--- src/rtl/fwd_pkg.sv ---
// Shared types and select codes for the forwarding / load-use hazard controller.
// Latency: n/a (declarations only).
// Backpressure: n/a (declarations only).
package fwd_pkg;

  // Operand-mux select codes; must stay in step with the EX-stage operand mux.
  localparam logic [1:0] FWD_REG = 2'b00;  // register-file value
  localparam logic [1:0] FWD_WB  = 2'b01;  // MEM/WB result
  localparam logic [1:0] FWD_MEM = 2'b10;  // EX/MEM result

  // Register-address width used by the shadow entries (32 architectural regs).
  localparam int RD_W = 5;

  // One shadow pipeline entry: what a stage will eventually write back.
  typedef struct packed {
    logic            valid;
    logic [RD_W-1:0] rd;
    logic            regwrite;
  } stage_t;

  // True when this stage will write a non-zero register equal to src.
  function automatic logic stage_hits(input stage_t s, input logic [RD_W-1:0] src);
    return s.valid && s.regwrite && (s.rd != '0) && (s.rd == src);
  endfunction

endpackage

--- src/rtl/fwd_sel.sv ---
// Priority compare of one EX source register against the EX/MEM and MEM/WB entries.
// Latency: purely combinational, zero cycles.
// Backpressure: none; output follows inputs every cycle.
module fwd_sel
  import fwd_pkg::*;
(
  input  logic [RD_W-1:0] rs,
  input  stage_t          exmem,
  input  stage_t          memwb,
  output logic [1:0]      sel
);

  // Younger producer (EX/MEM) wins over MEM/WB; x0 never matches.
  always_comb begin
    sel = FWD_REG;
    if (stage_hits(exmem, rs)) begin
      sel = FWD_MEM;
    end else if (stage_hits(memwb, rs)) begin
      sel = FWD_WB;
    end
  end

endmodule

--- src/rtl/fwd_ctrl.sv ---
// Forwarding and load-use hazard controller: shadow ID/EX, EX/MEM, MEM/WB dest info.
// Latency: selects and stall are combinational in the consumer's EX / ID cycle.
// Backpressure: raises stall for one cycle on a load-use hazard; counts stall cycles.
module fwd_ctrl
  import fwd_pkg::*;
#(
  parameter int REG_AW = 5,   // must equal fwd_pkg::RD_W
  parameter int CNT_W  = 16
) (
  input  logic              clk_i,
  input  logic              rst_i,
  input  logic              id_valid_i,
  input  logic [REG_AW-1:0] id_rs1_i,
  input  logic [REG_AW-1:0] id_rs2_i,
  input  logic              id_use_rs2_i,
  input  logic [REG_AW-1:0] id_rd_i,
  input  logic              id_regwrite_i,
  input  logic              id_memread_i,
  input  logic              flush_i,
  output logic [1:0]        fwd_a_o,
  output logic [1:0]        fwd_b_o,
  output logic              stall_o,
  output logic [CNT_W-1:0]  stall_cnt_o
);

  // ID/EX shadow: writeback entry plus the source regs and load flag it needs.
  stage_t            idex;
  logic [REG_AW-1:0] idex_rs1;
  logic [REG_AW-1:0] idex_rs2;
  logic              idex_memread;

  stage_t            exmem;
  stage_t            memwb;

  // ID/EX capture: a flush or a load-use stall both insert a fully cleared bubble,
  // so a squashed instruction can neither forward nor be forwarded into.
  always_ff @(posedge clk_i or posedge rst_i) begin
    if (rst_i) begin
      idex         <= '0;
      idex_rs1     <= '0;
      idex_rs2     <= '0;
      idex_memread <= 1'b0;
    end else if (flush_i || stall_o) begin
      idex         <= '0;
      idex_rs1     <= '0;
      idex_rs2     <= '0;
      idex_memread <= 1'b0;
    end else begin
      idex.valid    <= id_valid_i;
      idex.rd       <= id_rd_i;
      idex.regwrite <= id_regwrite_i;
      idex_rs1      <= id_rs1_i;
      idex_rs2      <= id_rs2_i;
      idex_memread  <= id_memread_i;
    end
  end

  // Later stages advance unconditionally; a stall only bubbles ID/EX.
  always_ff @(posedge clk_i or posedge rst_i) begin
    if (rst_i) begin
      exmem <= '0;
      memwb <= '0;
    end else begin
      exmem <= idex;
      memwb <= exmem;
    end
  end

  // Load in EX whose result an ID instruction needs next cycle: hold ID for one cycle.
  // flush_i deliberately does not mask this; the flush bubble wins in ID/EX anyway.
  always_comb begin
    stall_o = 1'b0;
    if (idex.valid && idex_memread && (idex.rd != '0) && id_valid_i) begin
      if ((id_rs1_i == idex.rd) || (id_use_rs2_i && (id_rs2_i == idex.rd))) begin
        stall_o = 1'b1;
      end
    end
  end

  // Stall-cycle performance counter, free-running wrap.
  always_ff @(posedge clk_i or posedge rst_i) begin
    if (rst_i) begin
      stall_cnt_o <= '0;
    end else if (stall_o) begin
      stall_cnt_o <= stall_cnt_o + CNT_W'(1);
    end
  end

  fwd_sel u_sel_a (
    .rs    (idex_rs1),
    .exmem (exmem),
    .memwb (memwb),
    .sel   (fwd_a_o)
  );

  fwd_sel u_sel_b (
    .rs    (idex_rs2),
    .exmem (exmem),
    .memwb (memwb),
    .sel   (fwd_b_o)
  );

endmodule

--- config.mk ---
export PLATFORM = sky130hd
export DESIGN_NAME = fwd_ctrl
export DESIGN_NICKNAME = d
export VERILOG_FILES = /design/src/rtl/fwd_pkg.sv /design/src/rtl/fwd_sel.sv /design/src/rtl/fwd_ctrl.sv
export SDC_FILE = /design/constraint.sdc
export NUM_CORES = 1
export LEC_CHECK = 0
export CORE_UTILIZATION = 29
export DETAILED_ROUTE_END_ITERATION = 8
export GPL_TIMING_DRIVEN = 0
export SLEW_MARGIN = 20
export SYNTH_ARGS = -nofsm -noshare
export SYNTH_HDL_FRONTEND = slang
export SYNTH_SLANG_ARGS = --single-unit
--- constraint.sdc ---
create_clock -name clk_i -period 4.5 [get_ports clk_i]
set_input_delay 1.35 -clock clk_i [delete_from_list [all_inputs] [get_ports clk_i]]
set_output_delay 1.35 -clock clk_i [all_outputs]
set_load 0.01 [all_outputs]
==> summary.md, run 1 <==
| Metric | Value |
|---|---|
| Num CTS Buffers | 5 |
| Initial core utilization | 30.70% |
| Switching part of the total | 23.30% |
| DP HPWL | approximately 3.4 mm |
| Antenna violations before repair | 0 |
| Gr ovfl total | 0 |
| Cell area after technology mapping | 2143 um2 |
| Clk pwr share | 36.9% |
| Port buffer count | a little over 40 |
| Largest net degree at the start of global routing | 26 |
| H-tree levels | 2 |
| Synth Area in Compound Gates | 1.810% |
| Root Driver | clkbuf_8 |
| Post-synthesis simple-gate area fraction | between 20% and 30% |
| Latest clock arrival within the worst-skew pair | a little over 300 ps |
| CP max-delay cell | clkdlybuf4s50_1 |
| Maximum clock rate | 0.2282 GHz |
| Fin Hold WS | 376.2 ps |
| Post-synthesis adder-cell area fraction | 0.5838% |
| Final Skew | 8.257 ps |
| Vias in the first global route | around 1500 |
| Max stage delay on crit path | 460 ps |
| Net switching power | 199.5 uW |
| Final Cycle Share | 97.38% |
| IO Pins | 43 |
| CTS tree | done |
| Synth Warn # | 0 |
| First DRT Iteration DRCs | between 40 and 50 |
| Total clock sinks | 48 |
| Worst-Margin Slew | 524.4 ps |
| Total number of vias | 1417 |
| Post-route ant nets | 0 |
| Setup CP Type | input pin to output port |
| Die Height | approximately 90 um |
| Finish-stage setup viols | 0 |
| Post-synthesis sequential area ratio | 56.04% |
| Layout cells sized above 1 | 13.27% |
| Routed WL per cell | 13.90 um |
| Dpl ws | -496.7 ps |
| Slew margin rel. | 64.99% |
| Fin. Hold Viols | 0 |
| Hold crit path type | flop to flop |
| Post-synthesis mux area share | 0.5254% |
| MaxCap Viol Count | 0 |
| Core Util, Final | 40.88% |
| Layout net count | 248 |
| Synth area leader | dfrtp_1 |
| Logic pwr share | a little under a tenth |
| Power share of the sequential group | a little over half |
| Min Tclk post-route | approximately 4400 ps |
| Crit-path cells | clkdlybuf4s50_1 -> xor2_1 -> nor4_2 -> a32oi_2 -> nor2_2 -> buf_6 -> dlygate4sd2_1 |
| Worst Path Buf+Inv | 3 |
| Vias/cell | 4.401 |
| DRC | 0 |
| CORE AREA | 6982 um2 |
| RSZ-0062 raised after global routing | false |
| Rows | 30 |
| Total wire length | between 4 and 5 mm |
| Crit Path Max Fanout | 2 |
| First-pass GRT wire length | about 7.5 mm |
| Diode count | 0 |
| Pwr dens | about 300 nW/um2 |
| Post-synth top area share | 56.04% |
| Synthesis-to-layout area growth | 33.16% |
| Fin worst setup slack | 117.9 ps |
| Worst EP arrival | just over 3000 ps |
| Placer Congestion | 0.7941 |
| Synthesis-stage register bit count | 48 |
| Peak supply drop | 168.8 uV |
| Synth Area in XOR/XNOR | ~18% |
| Pre-antenna DRT Iters | 4 |
| Crit end category | output port |
| Clk buf depth | 2 |
| Syn_nets | 195 |
| Die width | 87.97 um |
| Slew Limit Fails | 0 |
| Leakage power | 0.001270 uW |
| Status | finished clean |
| Top area cells in the synthesized netlist | dfrtp_1 (56%), xor2_1 (14%), nor3b_1 (6.3%), xnor2_1 (4.1%), nor4_2 (3.5%) |
| Main combinational cell family by area after synthesis | simple AND/OR/NAND/NOR gates |
| Reg clk slew, reported paths | 100 ps |
| Mapped Avg Cell Area | approximately 12 um2 |
| Crit path max-delay family | buffers and inverters |
| Setup TNS Final | 0 ps |
| Synth Instances | 172 |
| Req. time, crit path | 3150 ps |
| Pint | roughly 660 uW |
| DIE AREA | 7739 um2 |
| GRT Total Usage | 12.96% |
| CP Launch Type | input pin |
| Count of cell types in the netlist | 27 |
## logic make-up (layout without fill, tap and decap cells)
kind of cell / count (synthesis) / after routing
AOI/OAI and AO/OA: 4 / 4
xor gates and xnor gates: 45 / 45
adders and majority gates: 1 / 1
buffers and inverters: 9 / 63
DFF: 48 / 48
muxes: 1 / 1
and+or+nand+nor: 64 / 64
## worst reg2reg max path: cells and delay by family, from the launching register on
| kind | cells | cell delay [ps] |
|---|---|---|
| buffers and inverters | 3 | 450 |
| and+or+nand+nor | 3 | 890 |
| DFF | 1 | 430 |
| AOI/OAI and AO/OA | 1 | 350 |
## placed cells by master (no fill, tap or decap), types with 6 or more instances in the layout
| cell | Yosys | layout |
|---|---|---|
| nor4_2 | 6 | 6 |
| nand3_1 | 8 | 8 |
| dfrtp_1 | 48 | 48 |
| nor3b_1 | 18 | 18 |
| xnor2_1 | 10 | 10 |
| clkdlybuf4s50_1 | 0 | 40 |
| nor3_1 | 7 | 7 |
| xor2_1 | 35 | 35 |
## flip-flops by register name, summed over array words and instances, names as in the netlist
register	flops
memwb	7
exmem	7
stall_cnt_o	16
idex_memread	1
idex_rs1	5
idex	7
idex_rs2	5
## repair_timing
| action | 4_1_cts | 5_1_grt |
|---|---|---|
| setup buffers | 2 | 2 |
| hold buffers | 0 | 0 |
| setup endpoints to repair | 1 | 1 |
| resized for setup | 5 | 0 |
| pin swaps | 3 | 3 |
## metrics by stage
stage / power, uW / instances / cell area (um2)
3_3_place_gp: 546.2 / 309 / 2674
3_5_place_dp: 549.3 / 310 / 2694
4_1_cts: 869.4 / 320 / 2839
6_report: 856.4 / 322 / 2854
5_1_grt: 893.6 / 322 / 2854
2_1_floorplan: 511.2 / 172 / 2143
## final timing paths
path	to	from	cells past startpoint	slack, ps
max in group asynchronous	exmem[1]$_DFF_PP0_	rst_i	3	2590
min in group asynchronous	stall_cnt_o[8]$_DFFE_PP0P_	rst_i	2	1400
min	exmem[0]$_DFF_PP0_	idex[0]$_DFF_PP0_	0	380
max reg2reg	idex[0]$_DFF_PP0_	idex[2]$_DFF_PP0_	7	2290
min reg2reg	exmem[0]$_DFF_PP0_	idex[0]$_DFF_PP0_	0	380
max	stall_o	id_rs2_i[3]	7	120
## Yosys cell counts
master / number
nor4b_1: 2
ha_1: 1
nor2_1: 4
mux2_2: 1
dfrtp_1: 48
nor3_1: 7
xnor2_1: 10
or4_1: 4
and4_1: 1
buf_4: 1
buf_1: 1
clkbuf_1: 1
o211ai_1: 2
nand4_1: 2
nor4_1: 5
nor3b_1: 18
a32oi_1: 1
nor4_2: 6
nand2_1: 5
or2_2: 1
xor2_1: 35
o2111ai_2: 1
nand3_1: 8
buf_2: 2
buf_6: 1
nor3b_2: 1
inv_1: 3
## routing by layer
layer	GRT usage [%]	up-vias	share of wire (%)
met5	0	-	0
met3	3.299	6	3.5
li1	-	704	-
met4	4.024	0	1.2
met2	20.37	27	48
met1	17.57	680	47
## final cells by class
| cell class | instances | area [um2] |
|---|---|---|
| repair buffers | 46 | 459.2 |
| plain buffers | 6 | 42.54 |
| inverters | 3 | 11.26 |
| well taps | 96 | 120.1 |
| clock buffers | 5 | 68.82 |
| flip-flops and latches | 48 | 1201 |
| clock inverters | 3 | 46.29 |
| fillers | 710 | 4128 |
| multi-input cells | 115 | 904.6 |
## power groups by stage
stage          Sequential [uW]  Clock, uW  Combinational [uW]
4_1_cts                    463        327                79.3
6_report                   463        316                77.6
2_1_floorplan              468          0                43.6
3_5_place_dp               472          0                77.2
3_3_place_gp               472          0                74.5
5_1_grt                    466        342                86.2
Note: power is estimated with default switching activity, not from simulation.
==> inputs of run 2 (changes only) <==
--- a/config.mk
+++ b/config.mk
@@ -8,6 +8,7 @@
 export CORE_UTILIZATION = 29
 export DETAILED_ROUTE_END_ITERATION = 8
 export GPL_TIMING_DRIVEN = 0
+export RECOVER_POWER = 50
 export SLEW_MARGIN = 20
 export SYNTH_ARGS = -nofsm -noshare
 export SYNTH_HDL_FRONTEND = slang
==> summary.md, run 2 (synthesized netlist as in run 1, its figures left out) <==
| Metric | Value |
|---|---|
| Status | finished clean |
| Crit-path cells | clkdlybuf4s50_1 -> xor2_1 -> nor4_2 -> a32oi_2 -> nor2_2 -> buf_6 -> dlygate4sd2_1 |
| Switching part of the total | a little under a quarter |
| Die width | slightly below 90 um |
| Req. time, crit path | between 3000 and 4000 ps |
| Total wire length | 4.473 mm |
| Vias in the first global route | 1478 |
| Layout net count | around 250 |
| Worst-Margin Slew | around 1300 ps |
| Fin Hold WS | ~380 ps |
| Net switching power | 199.2 uW |
| Final Skew | 8.257 ps |
| DP Area | 2694 um2 |
| Final Cycle Share | 97.38% |
| Crit path max-delay family | buffers and inverters |
| Final Total Pwr | 854.3 uW |
| H-tree levels | 2 |
| Max FFs per register | 16 |
| Routed WL per cell | roughly 14 um |
| Commonest non-fill, non-tap cell in the layout | dfrtp_1 |
| Synthesis-to-layout area growth | 32.40% |
| First DRT Iteration DRCs | 42 |
| Setup CP Type | input pin to output port |
| Slew Limit Fails | 0 |
| Post-route ant nets | 0 |
| Crit Path Max Fanout | 2 |
| CTS tree | done |
| Reg clk slew, reported paths | about 100 ps |
| # fillers | 713 |
| CP max-delay cell | clkdlybuf4s50_1 |
| Most flop-heavy register | stall_cnt_o |
| Setup TNS Final | 0 ps |
| Leakage power | 0.001263 uW |
| Gr ovfl total | 0 |
| Port buffer count | 41 |
| Root Driver | clkbuf_8 |
| CP Launch Type | input pin |
| Placer Congestion | slightly below 0.8 |
| Maximum clock rate | 0.2282 GHz |
| Crit end category | output port |
| RSZ-0062 raised after global routing | false |
| Total clock sinks | 48 |
| Clk pwr share | 37.0% |
| DP HPWL | 3.365 mm |
| Antenna violations before repair | 0 |
| Reg2reg setup slack | 2290 ps |
| Diode count | 0 |
| Fin. Hold Viols | 0 |
| Max stage delay on crit path | roughly 460 ps |
| Total number of vias | 1417 |
| Num CTS Buffers | 5 |
| Min Tclk post-route | 4382 ps |
| Pint | 655.1 uW |
| CORE AREA | 6982 um2 |
| MaxCap Viol Count | 0 |
| Pwr dens | 301.0 nW/um2 |
| Pre-antenna DRT Iters | 4 |
| Power share of the sequential group | 54.2% |
| Worst EP arrival | 3030 ps |
| Hold crit path type | flop to flop |
| Die Height | between 80 and 90 um |
| First-pass GRT wire length | roughly 7.5 mm |
| Worst Path Buf+Inv | 3 |
| Clk buf depth | 2 |
| Design Area, Final | roughly 2800 um2 |
| Vias/cell | around 4.4 |
| IO Pins | between 40 and 50 |
| DRC | 0 |
| Slew margin rel. | 14.51% |
| Finish-stage setup viols | 0 |
| Initial core utilization | between 30% and 40% |
| Peak supply drop | 168.8 uV |
| DIE AREA | 7739 um2 |
| Rows | 30 |
| Logic pwr share | 8.8% |
| Layout cells sized above 1 | 12.39% |
| Largest net degree at the start of global routing | 26 |
| Latest clock arrival within the worst-skew pair | 310 ps |
| Commonest non-fill, non-tap cells in the layout | dfrtp_1 (48), clkdlybuf4s50_1 (39), xor2_1 (35), nor3b_1 (18), xnor2_1 (10) |
| GRT Total Usage | 12.96% |
run 2: repair_timing:
item / in CTS / in global routing
setup buffers: 2 / 2
endpoints found under the setup margin: 1 / 1
gates resized for setup: 5 / 0
pin swaps: 3 / 3
hold buffers: 0 / 0
run 2: power groups by stage:
stage	clock, uW	sequential [uW]	combinational [uW]
after CTS	327	463	79.3
final	316	463	75.4
after detailed placement	0	472	77.2
after floorplan	0	468	43.6
after global placement	0	472	74.5
after global routing	342	466	84.1
run 2: worst paths after layout:
check | from | end | depth (start not counted)
hold reg to reg | idex[0]$_DFF_PP0_ | exmem[0]$_DFF_PP0_ | 0
min in group asynchronous | rst_i | stall_cnt_o[8]$_DFFE_PP0P_ | 2
setup reg to reg | idex[2]$_DFF_PP0_ | idex[0]$_DFF_PP0_ | 7
max in group asynchronous | rst_i | exmem[1]$_DFF_PP0_ | 3
hold / removal | idex[0]$_DFF_PP0_ | exmem[0]$_DFF_PP0_ | 0
setup / recovery | id_rs2_i[3] | stall_o | 7
run 2: final cells by class:
class | count | area (um2) | area share (%)
inverter | 3 | 11.26 | 0.3968
buffer | 6 | 42.54 | 1.499
tap | 96 | 120.1 | 4.233
timing repair buffer | 46 | 442.9 | 15.61
clock inverter | 3 | 46.29 | 1.631
clock buffer | 5 | 68.82 | 2.425
sequential | 48 | 1201 | 42.33
multi-input combinational | 115 | 904.6 | 31.88
run 2: routing by layer:
layer / vias up / share of wire [%] / GRT usage (%)
met5: - / 0 / 0
met4: 0 / 1.2 / 4.024
met3: 6 / 3.5 / 3.299
met2: 27 / 48 / 20.37
met1: 680 / 47 / 17.57
li1: 704 / - / -
run 2: per-stage QoR:
stage               std cells  utilization, %  setup slack, ps
global placement          309           38.30           -535.2
finish                    322           40.65            117.9
CTS                       320           40.66            65.51
floorplan                 172               -            778.1
global route              322           40.65            11.20
detailed placement        310           38.58           -496.7
